**src/rtl/divn_seq_pkg.sv**
```systemverilog
// ============================================================================
// Module      : divn_seq_pkg
// Description : Shared types and helpers for the sequential restoring divider:
//               FSM state encoding and the iteration-counter width helper.
// Revision    : 1.0 - initial release
// ============================================================================
`default_nettype none

package divn_seq_pkg;

  // Divider FSM state encoding (fixed values, shared with the control unit)
  typedef enum logic [1:0] {
    IDLE = 2'd0,
    RUN  = 2'd1,
    DONE = 2'd2
  } state_t;

  // Legal operand width range
  localparam int MIN_WIDTH = 2;
  localparam int MAX_WIDTH = 32;

  // Counter must be able to hold the value WIDTH itself
  function automatic int cnt_width(input int width);
    return $clog2(width + 1);
  endfunction

endpackage

`default_nettype wire

```
**src/rtl/divn_seq_if.sv**
```systemverilog
// ============================================================================
// Module      : divn_seq_if
// Description : start/busy/done handshake and operand/result bus between the
//               control unit (master) and the divider (slave).
// Revision    : 1.0 - initial release
// ============================================================================
`default_nettype none

interface divn_seq_if #(
  parameter int WIDTH = 8
);

  logic             start;
  logic [WIDTH-1:0] A;
  logic [WIDTH-1:0] B;
  logic             busy;
  logic             done;
  logic [WIDTH-1:0] quotient;
  logic [WIDTH-1:0] remainder;
  logic             div_zero;

  // Control unit side: issues requests, observes status and results
  modport master (
    output start, A, B,
    input  busy, done, quotient, remainder, div_zero
  );

  // Divider side
  modport slave (
    input  start, A, B,
    output busy, done, quotient, remainder, div_zero
  );

endinterface

`default_nettype wire

```
**src/rtl/subn.sv**
```systemverilog
// ============================================================================
// Module      : subn
// Description : Parametrised two's-complement subtractor built as an inverter
//               stage followed by a ripple-carry adder with carry-in of 1:
//               diff = A + ~B + 1. c_out = 1 means no borrow (A >= B).
// Revision    : 1.0 - initial release
// ============================================================================
`default_nettype none

module subn #(
  parameter int WIDTH = 8
) (
  input  logic [WIDTH-1:0] A,
  input  logic [WIDTH-1:0] B,
  output logic [WIDTH-1:0] diff,
  output logic             c_out
);

  logic [WIDTH-1:0] b_n;

  // Inverter stage (one's complement of the subtrahend)
  assign b_n = ~B;

  // Ripple-carry full-adder chain; the +1 enters as the initial carry
  always_comb begin
    logic carry;
    carry = 1'b1;
    diff  = '0;
    for (int i = 0; i < WIDTH; i++) begin
      diff[i] = A[i] ^ b_n[i] ^ carry;
      carry   = (A[i] & b_n[i]) | (carry & (A[i] ^ b_n[i]));
    end
    c_out = carry;
  end

endmodule

`default_nettype wire

```
**src/rtl/divn_seq.sv**
```systemverilog
// ============================================================================
// Module      : divn_seq
// Description : Sequential unsigned restoring divider. Accepts A/B on a start
//               handshake, performs one trial subtract-and-shift per clock for
//               WIDTH clocks, then pulses done with registered quotient and
//               remainder. B==0 completes immediately with div_zero set.
// Revision    : 1.0 - initial release
// ============================================================================
`default_nettype none

module divn_seq
  import divn_seq_pkg::*;
#(
  parameter int WIDTH = 8
) (
  input  logic      clk,
  input  logic      rst,
  divn_seq_if.slave bus
);

  localparam int CNT_W = cnt_width(WIDTH);

  // Working registers
  state_t             state;
  logic [WIDTH-1:0]   d;          // dividend, becomes quotient as it shifts
  logic [WIDTH-1:0]   v;          // divisor
  logic [WIDTH:0]     r;          // partial remainder
  logic [CNT_W-1:0]   cnt;        // completed iterations

  // Registered outputs
  logic               busy_q;
  logic               done_q;
  logic [WIDTH-1:0]   quotient_q;
  logic [WIDTH-1:0]   remainder_q;
  logic               div_zero_q;

  // Trial-subtraction datapath
  logic [WIDTH:0]     t;
  logic [WIDTH:0]     s;
  logic               no_borrow;
  logic [WIDTH:0]     r_next;
  logic [WIDTH-1:0]   d_next;

  // The restored remainder is always below the divisor, so its top bit is
  // never needed to form the next trial value.
  logic               unused_r_msb;
  assign unused_r_msb = r[WIDTH];

  // Bring down the next dividend bit next to the current partial remainder
  assign t = {r[WIDTH-1:0], d[WIDTH-1]};

  subn #(
    .WIDTH (WIDTH + 1)
  ) u_subn (
    .A     (t),
    .B     ({1'b0, v}),
    .diff  (s),
    .c_out (no_borrow)
  );

  // Keep the difference only when it did not borrow; quotient bit follows
  assign r_next = no_borrow ? s : t;
  assign d_next = {d[WIDTH-2:0], no_borrow};

  // Control FSM, datapath registers and registered outputs
  always_ff @(posedge clk) begin
    if (rst) begin
      state       <= IDLE;
      d           <= '0;
      v           <= '0;
      r           <= '0;
      cnt         <= '0;
      busy_q      <= 1'b0;
      done_q      <= 1'b0;
      quotient_q  <= '0;
      remainder_q <= '0;
      div_zero_q  <= 1'b0;
    end else begin
      done_q <= 1'b0;
      case (state)
        IDLE, DONE: begin
          if (bus.start) begin
            d   <= bus.A;
            v   <= bus.B;
            r   <= '0;
            cnt <= '0;
            if (bus.B == '0) begin
              // Divide-by-zero completes on the accepting edge
              state       <= DONE;
              busy_q      <= 1'b0;
              done_q      <= 1'b1;
              quotient_q  <= '1;
              remainder_q <= bus.A;
              div_zero_q  <= 1'b1;
            end else begin
              state  <= RUN;
              busy_q <= 1'b1;
            end
          end else begin
            state <= IDLE;
          end
        end
        RUN: begin
          r   <= r_next;
          d   <= d_next;
          cnt <= cnt + 1'b1;
          if (cnt == CNT_W'(WIDTH - 1)) begin
            state       <= DONE;
            busy_q      <= 1'b0;
            done_q      <= 1'b1;
            quotient_q  <= d_next;
            remainder_q <= r_next[WIDTH-1:0];
            div_zero_q  <= 1'b0;
          end
        end
        default: begin
          state  <= IDLE;
          busy_q <= 1'b0;
        end
      endcase
    end
  end

  assign bus.busy      = busy_q;
  assign bus.done      = done_q;
  assign bus.quotient  = quotient_q;
  assign bus.remainder = remainder_q;
  assign bus.div_zero  = div_zero_q;

endmodule

`default_nettype wire

```
**src/flat_wrapper.sv**
```systemverilog
// flat-port wrapper written by rule: the top's interface ports become plain ports
module divn_seq_flat import divn_seq_pkg::*;
#(
  parameter int WIDTH = 8
)
  (clk, rst, bus_start, bus_A, bus_B, bus_busy, bus_done, bus_quotient, bus_remainder, bus_div_zero);
  divn_seq_if #(.WIDTH(WIDTH)) bus_i ();
  input  logic clk;
  input  logic rst;
  input wire logic [$bits(bus_i.start)-1:0] bus_start;
  input wire logic [$bits(bus_i.A)-1:0] bus_A;
  input wire logic [$bits(bus_i.B)-1:0] bus_B;
  output wire logic [$bits(bus_i.busy)-1:0] bus_busy;
  output wire logic [$bits(bus_i.done)-1:0] bus_done;
  output wire logic [$bits(bus_i.quotient)-1:0] bus_quotient;
  output wire logic [$bits(bus_i.remainder)-1:0] bus_remainder;
  output wire logic [$bits(bus_i.div_zero)-1:0] bus_div_zero;
  assign bus_i.start = bus_start;
  assign bus_i.A = bus_A;
  assign bus_i.B = bus_B;
  assign bus_busy = bus_i.busy;
  assign bus_done = bus_i.done;
  assign bus_quotient = bus_i.quotient;
  assign bus_remainder = bus_i.remainder;
  assign bus_div_zero = bus_i.div_zero;
  divn_seq #(.WIDTH(WIDTH)) u_core (.clk(clk), .rst(rst), .bus(bus_i));
endmodule
```
**config.mk**
```make
export PLATFORM = sky130hd
export DESIGN_NAME = divn_seq_flat
export DESIGN_NICKNAME = d
export VERILOG_FILES = /design/src/rtl/divn_seq_pkg.sv /design/src/rtl/divn_seq_if.sv /design/src/rtl/subn.sv /design/src/rtl/divn_seq.sv /design/src/flat_wrapper.sv
export SDC_FILE = /design/constraint.sdc
export NUM_CORES = 1
export LEC_CHECK = 0
export ABC_AREA = 1
export BUFFER_PORTS_ARGS = -buffer_cell sky130_fd_sc_hd__buf_2
export CAP_MARGIN = 30
export CELL_PAD_IN_SITES_DETAIL_PLACEMENT = 0
export CELL_PAD_IN_SITES_GLOBAL_PLACEMENT = 1
export CORE_MARGIN = 2
export CORE_UTILIZATION = 34
export DETAILED_ROUTE_END_ITERATION = 16
export GPL_ROUTABILITY_DRIVEN = 0
export GPL_TIMING_DRIVEN = 1
export PLACE_DENSITY = 0.7
export SLEW_MARGIN = 5
export SYNTH_ARGS = -nofsm -noshare
export SYNTH_HDL_FRONTEND = slang
export SYNTH_SLANG_ARGS = --single-unit
```
**constraint.sdc**
```tcl
create_clock -name clk -period 10.62 [get_ports clk]
set_input_delay 1.062 -clock clk [delete_from_list [all_inputs] [get_ports clk]]
set_output_delay 1.062 -clock clk [all_outputs]
set_load 0.005 [all_outputs]
```
# ---- Yosys cells after proc, flatten, opt, wreduce, memory -nomap -nowiden
# Cells that the tools add are included.
dict set report word_totals {
  latchBits 0
  output_inout_bits 19
  reg_bits 49
  ram_bits 0
  n_memories 0
  mem_bits_ro 0
}
dict set report classes {
  mul 0
  n_eq_ne 6
  div_mod_pow 0
  n_mux 30
  order_cmp 0
  shifts 0
  bitwise_logic 44
  reduce_logical 8
  addsub 1
}
# op n
set op_table {}
lappend op_table {{8-bit 2-to-1 mux} 9}
lappend op_table {{8-bit case mux with 2 select lines} 4}
lappend op_table {{1-bit AND} 17}
lappend op_table {{1-bit bitwise XOR} 16}
lappend op_table {{8-bit NOT with 9-bit output} 1}
lappend op_table {{1-bit bitwise OR} 9}
lappend op_table {{8-bit zero test} 1}
lappend op_table {{1-bit 2-to-1 mux} 8}
lappend op_table {{4-bit case mux with 2 select lines} 1}
lappend op_table {{2-bit 2-to-1 mux} 3}
lappend op_table {{1-bit case mux with 2 select lines} 3}
lappend op_table {{2-bit AND reduction} 3}
lappend op_table {{4-bit by 1-bit adder with 4-bit output (second input constant)} 1}
lappend op_table {{4-bit by 3-bit == test with 1-bit output (second input constant)} 1}
lappend op_table {{4-bit 2-to-1 mux} 1}
lappend op_table {{2-bit by 1-bit != test with 1-bit output (second input constant)} 2}
lappend op_table {{2-bit case mux with 2 select lines} 1}
lappend op_table {{4-bit AND reduction} 1}
lappend op_table {{2-bit by 1-bit == test with 1-bit output (second input constant)} 1}
lappend op_table {{2-bit == test (second input constant)} 1}
lappend op_table {{2-bit zero test} 1}
lappend op_table {{2-bit != test (second input constant)} 1}
lappend op_table {{2-bit nonzero test} 1}
lappend op_table {{2-bit OR reduction} 1}
lappend op_table {{1-bit NOT} 1}

# ---- Logic depth before layout (Yosys ltp)
dict set report logic_depth {
  depth_word 22
  ltp_mapped 17
  mapped_depth_nobuf 17
}

# ---- Cells and area by module
# A second synthesis with hierarchy kept.
dict set report unflattened {
  hier_cells 356
  hier_area_um2 2570.0
}
# module area_each_um2 cells_each instances
set by_module_without_submodules {}
lappend by_module_without_submodules {divn_seq 2326.0 328 1}
lappend by_module_without_submodules {subn 244.0 28 1}

# ---- Least setup slack after synthesis
# OpenSTA, ideal clock, no wires.
dict set report synth_path {
  kind {reg-to-reg}
  start {reg u_core.d[7]}
  end {reg u_core.remainder_q[0] (netlist: u_core.bus.remainder[0])}
  arrival_time_ns 3.294
  setup_slack_ns 7.211
  stages_incl_launch_ff 18
  setup_time_ns 0.115
  path_buffers 0
  path_cell_list {dfxtp_1 inv_1 ha_1 fa_1 fa_1 fa_1 fa_1 inv_1 fa_1 fa_1 inv_1 fa_1 inv_1 nor2_1 nand3_1 nand3_1 a21oi_1 nor2_1}
}
dict set report synth_via {
  elab_chain_len 21
  word_cells_on_any_way 23
  cone_classes {mux: 3; bitwise: 20}
}
# element line
set synth_lines {}
lappend synth_lines {{start, declared} divn_seq.sv:25} ;# logic [WIDTH-1:0] d;
lappend synth_lines {{start signal, assigned} divn_seq.sv:83} ;# d <= bus.A;
lappend synth_lines {{start signal, assigned} divn_seq.sv:105} ;# d <= d_next;
lappend synth_lines {{1-bit AND or 1-bit bitwise XOR (tied branches)} {subn.sv:31, subn.sv:30}}
lappend synth_lines {{1-bit bitwise OR} subn.sv:31} ;# carry = (A[i] & b_n[i]) | (carry & (A[i] ^ b_n[i]));
lappend synth_lines {{1-bit AND} subn.sv:31}
lappend synth_lines {{1-bit bitwise OR} subn.sv:31}
lappend synth_lines {{1-bit AND} subn.sv:31}
lappend synth_lines {{1-bit bitwise OR} subn.sv:31}
lappend synth_lines {{1-bit AND} subn.sv:31}
lappend synth_lines {{1-bit bitwise OR} subn.sv:31}
lappend synth_lines {{[5 not listed]} --}
lappend synth_lines {{1-bit bitwise OR} subn.sv:31}
lappend synth_lines {{1-bit AND} subn.sv:31}
lappend synth_lines {{1-bit bitwise OR} subn.sv:31}
lappend synth_lines {{1-bit AND} subn.sv:31}
lappend synth_lines {{1-bit bitwise OR} subn.sv:31}
lappend synth_lines {{8-bit 2-to-1 mux *} divn_seq.sv:62} ;# assign r_next = no_borrow ? s : t;
lappend synth_lines {{8-bit 2-to-1 mux *} divn_seq.sv:107} ;# if (cnt == CNT_W'(WIDTH - 1)) begin
lappend synth_lines {{8-bit case mux with 2 select lines *} divn_seq.sv:80} ;# case (state)
lappend synth_lines {{end signal, assigned} divn_seq.sv:93} ;# remainder_q <= bus.A;
lappend synth_lines {{end signal, assigned} divn_seq.sv:112} ;# remainder_q <= r_next[WIDTH-1:0];
lappend synth_lines {{end, declared} divn_seq.sv:34} ;# logic [WIDTH-1:0] remainder_q;
# Every way passes the cells marked *; elsewhere a longest branch is shown, timed or not. The select of a mux whose other input is x is not followed.
# A chain may end at the register's enable or synchronous reset.

# ---- Worst setup path after layout
dict set report layout_path {
  start {reg u_core.d[7]}
  end {reg u_core.remainder_q[6] (netlist: u_core.bus.remainder[6])}
}
dict set report layout_via {
  elab_chain_len 21
  word_cells_on_any_way 23
  cone_classes {mux: 3; bitwise: 20}
}
# element line
set layout_lines {}
lappend layout_lines {{1-bit AND or 1-bit bitwise XOR (tied branches)} subn.sv:31}
lappend layout_lines {{1-bit bitwise OR *} subn.sv:31}
lappend layout_lines {{1-bit AND *} subn.sv:31}
lappend layout_lines {{1-bit bitwise OR *} subn.sv:31}
lappend layout_lines {{1-bit AND *} subn.sv:31}
lappend layout_lines {{1-bit bitwise OR *} subn.sv:31}
lappend layout_lines {{1-bit AND *} subn.sv:31}
lappend layout_lines {{1-bit bitwise OR *} subn.sv:31}
lappend layout_lines {{[5 not listed]} --}
lappend layout_lines {{1-bit bitwise OR} subn.sv:31}
lappend layout_lines {{1-bit AND} subn.sv:31}
lappend layout_lines {{1-bit bitwise OR} subn.sv:31}
lappend layout_lines {{1-bit AND} subn.sv:31}
lappend layout_lines {{1-bit bitwise OR} subn.sv:31}
lappend layout_lines {{8-bit 2-to-1 mux *} divn_seq.sv:62}
lappend layout_lines {{8-bit 2-to-1 mux *} divn_seq.sv:107}
lappend layout_lines {{8-bit case mux with 2 select lines *} divn_seq.sv:80}
# Marks and branches as above.

==> results.md <==
* Post-CTS sizing at 0
* Clock power frac at 0.340
* Post-route non-filler standard cell count at 424
* Routed wire length at between 5000 and 6000 um
* Post-layout nets at between 300 and 400
* Worst-path clk slew at approximately 0.090 ns
* Post-detailed-route DRC marker count at 0
* Die Height at 87.5 um
* Outcome: finished clean
* PD cells at 151 mW/mm^2
* Antenna-violating nets left at 0
* Clock buffer depth at 2
* DRT Pass-1 Iters at 4
* Total power at between 0.4 and 0.5 mW
* Compound-Gate Fraction of Synth Area at 0.137
* Wire length per cell at 13.0 um
* Req. time, crit path at ~11 ns
* Root Buffer: clkbuf_8
* IO buf count at 37
* Crit path kind: flop to flop
* Fin worst setup slack at approximately 6.9 ns
* Most common cell type on the critical path: fa_1
* Io pins at 38
* Layout cell share with drive strength beyond 1 at 0.151
* Slew @ Worst Pin at around 0.65 ns
* Largest family of logic cells by synthesized area: simple AND/OR/NAND/NOR gates
* Worst setup EP type: flop
* Core ar. at just under 0.007 mm^2
* Largest net degree at the start of global routing at 35
* Max Fanout on Critical Path at 9
* Die span in x at between 80 and 90 um
* DR vias at around 2.0k
* CTS Buf Count at 5
* CTS Hold Bufs at 0
* Worst clock skew at around 0.0043 ns
* Multiplexer area fraction after synthesis at 0
* Max rail drop VDD at 0.0000598 V
* Crit start category: flop
* Final hold vios at 0
* Sink Count at slightly below 50
* Number of cells after detailed placement at around 420
* R2R setup slack at just under 7 ns
* Ant. Diodes at 0
* Post-CTS setup buffers at 0
* Worst hold path class: flop to flop
* Switching pwr at between 0.1 and 0.15 mW
* Initial antenna violation count at 0
* Finish-stage setup viols at 0
* Syn Nets at 341
* Register area share after synthesis at 0.414
* Dpl hpwl at slightly above 4000 um
* Fraction of the mapped netlist area in simple logic gates at 0.261
* Remaining Overflow, GRT at 0
* Yosys Warn Count at 0
* Mapped Area at between 0.002 and 0.0025 mm^2
* H-tree Lvls at 2
* Setup WS pre-CTS at 6.88 ns
* Synth-to-Final Area Change at 14.1%
* Fin crit period at 3.75 ns
* Sequential share of power at 0.494
* GRT Total Usage at 0.154
* Worst path cell trace: inv_1 > ha_1 > fa_1 > fa_1 > fa_1 > fa_1 > inv_1 > fa_1 > fa_1 > inv_1 > fa_1 > nand2_1 > nand3_1 > nand3_1 > a21oi_1 > nor2_1
* Vias in the first global route at ~1.9k
* DRT iter0 DRCs at between 100 and 150
* First-pass GRT wire length at about 9300 um
* Skew-Pair Late Insertion Delay at 0.30 ns
* #FFs+latches synth at roughly 50
* Switching portion of total power at 0.278
* Crit path largest cell delay at 0.39 ns
* Adder-cell share of the synthesized area at 0.0697
* P_int at around 0.3 mW
* Synthesized instance count at 313
* Die area at between 0.007 and 0.008 mm^2
* Total negative slack at 0 ns
* Slowest cell on crit path: fa_1
* Initial core utilization at 0.351
* TritonCTS clock tree: done
* Xor/xnor share of the synthesized area at 0
* Comb power frac at 0.166
* RSZ-0062 raised after global routing: no
* Site row count at 30
* Fin. max-slew vios at 0
* Worst Path Arrival at approximately 4.0 ns
* Relative slew slack at 0.568
* Max-cap violations at 0
* DR vias/cell at ~4.8
* Max Clk Rate at ~270 MHz
* Mean Syn Cell Area at 7.57 um^2
* Pleak at about 1.3 nW
* Final Cycle Share at 0.353
* Unique masters post-synth at 22
[placed cells by master (no fill, tap or decap)]
master      n
inv_1      48
nand4_4     1
nand3b_1    7
fa_1        7
inv_2       2
nand2_1    41
ha_1        2
nand3_1    52
a31oi_1    13
buf_16      1
o22ai_1     3
a21oi_1    22
bufinv_16   1
nand2_2     2
nor2_8      1
nor2_1     26
o21ai_2     1
o21ai_0    21
dfxtp_1    49
clkbuf_1    1
clkbuf_8    6
buf_2      37
[sequential cells by signal (all words and copies together) (netlist names)]
signal and count:
u_core.bus.quotient 8, u_core.d 8, u_core.v 8, u_core.bus.remainder 8, u_core.bus.div_zero 1, u_core.state 2
u_core.r 8, u_core.bus.busy 1, u_core.bus.done 1, u_core.cnt 4
[final timing paths]
kind	startpoint	end	cells after the start
worst max-delay path	u_core.d[7]$_SDFFE_PP0P_	u_core.bus.remainder[6]$_SDFFE_PP0P_	16
worst min-delay path	u_core.bus.busy$_SDFFE_PP0P_	u_core.bus.busy$_SDFFE_PP0P_	2
worst max register to register	u_core.d[7]$_SDFFE_PP0P_	u_core.bus.remainder[6]$_SDFFE_PP0P_	16
worst min register to register	u_core.bus.busy$_SDFFE_PP0P_	u_core.bus.busy$_SDFFE_PP0P_	2
[synth_stat cells]
master,count,area [um^2]
nand3_1,52,260
dfxtp_1,49,981
inv_1,48,180
nand2_1,41,154
nor2_1,26,97.6
a21oi_1,22,110
o21ai_0,21,105
a31oi_1,13,81.3
fa_1,7,140
nand3b_1,7,52.6
buf_4,5,37.5
clkbuf_1,4,15.0
buf_2,3,15.0
o22ai_1,3,18.8
buf_6,2,22.5
ha_1,2,25.0
inv_2,2,7.51
nand2_2,2,12.5
buf_1,1,3.75
nand4_4,1,21.3
nor2_8,1,20.0
o21ai_2,1,8.76
[cells by family (layout without fill, tap and decap cells)]
logic type      count (synthesis)  in the layout
simple gates                  130            130
compound gates                 60             60
fa+ha+maj                       9              9
buf+inv                        65             96
flops                          49             49
[power groups by stage]
stage,Sequential (mW),Clock [mW],Combinational [mW]
final,0.201,0.139,0.0677
after global routing,0.202,0.149,0.0788
after CTS,0.201,0.142,0.0684
after detailed placement,0.205,0,0.0683
after global placement,0.205,0,0.0656
after floorplan,0.203,0,0.0503
[critical path, delay by kind of cell, from the launching register on]
kind | cells | cell delay, ns
simple gates | 4 | 0.68
flops | 1 | 0.35
compound gates | 1 | 0.05
buf+inv | 3 | 0.18
fa+ha+maj | 8 | 2.43
[cell type report]
class	instances	area, um^2
timing repair buffer	38	213
clock buffer	7	86.3
tap	80	100
multi-input combinational	199	1110
clock inverter	1	30.0
fill	743	4050
inverter	50	188
sequential	49	981
[stage by stage]
step / hold WS [ns] / instance area (um^2) / util
2_1_floorplan: 0.447 / 2370 / -
3_3_place_gp: 0.453 / 2560 / 0.379
3_5_place_dp: 0.462 / 2590 / 0.383
4_1_cts: 0.482 / 2710 / 0.400
5_1_grt: 0.515 / 2710 / 0.400
6_report: 0.480 / 2710 / 0.400
[metal layers]
layer  wire (um)  global-route usage
met5           0                   0
met2        2220               0.224
met3         240              0.0322
met4          95              0.0462
met1        2970               0.229
Power figures use the tool's default switching activity.
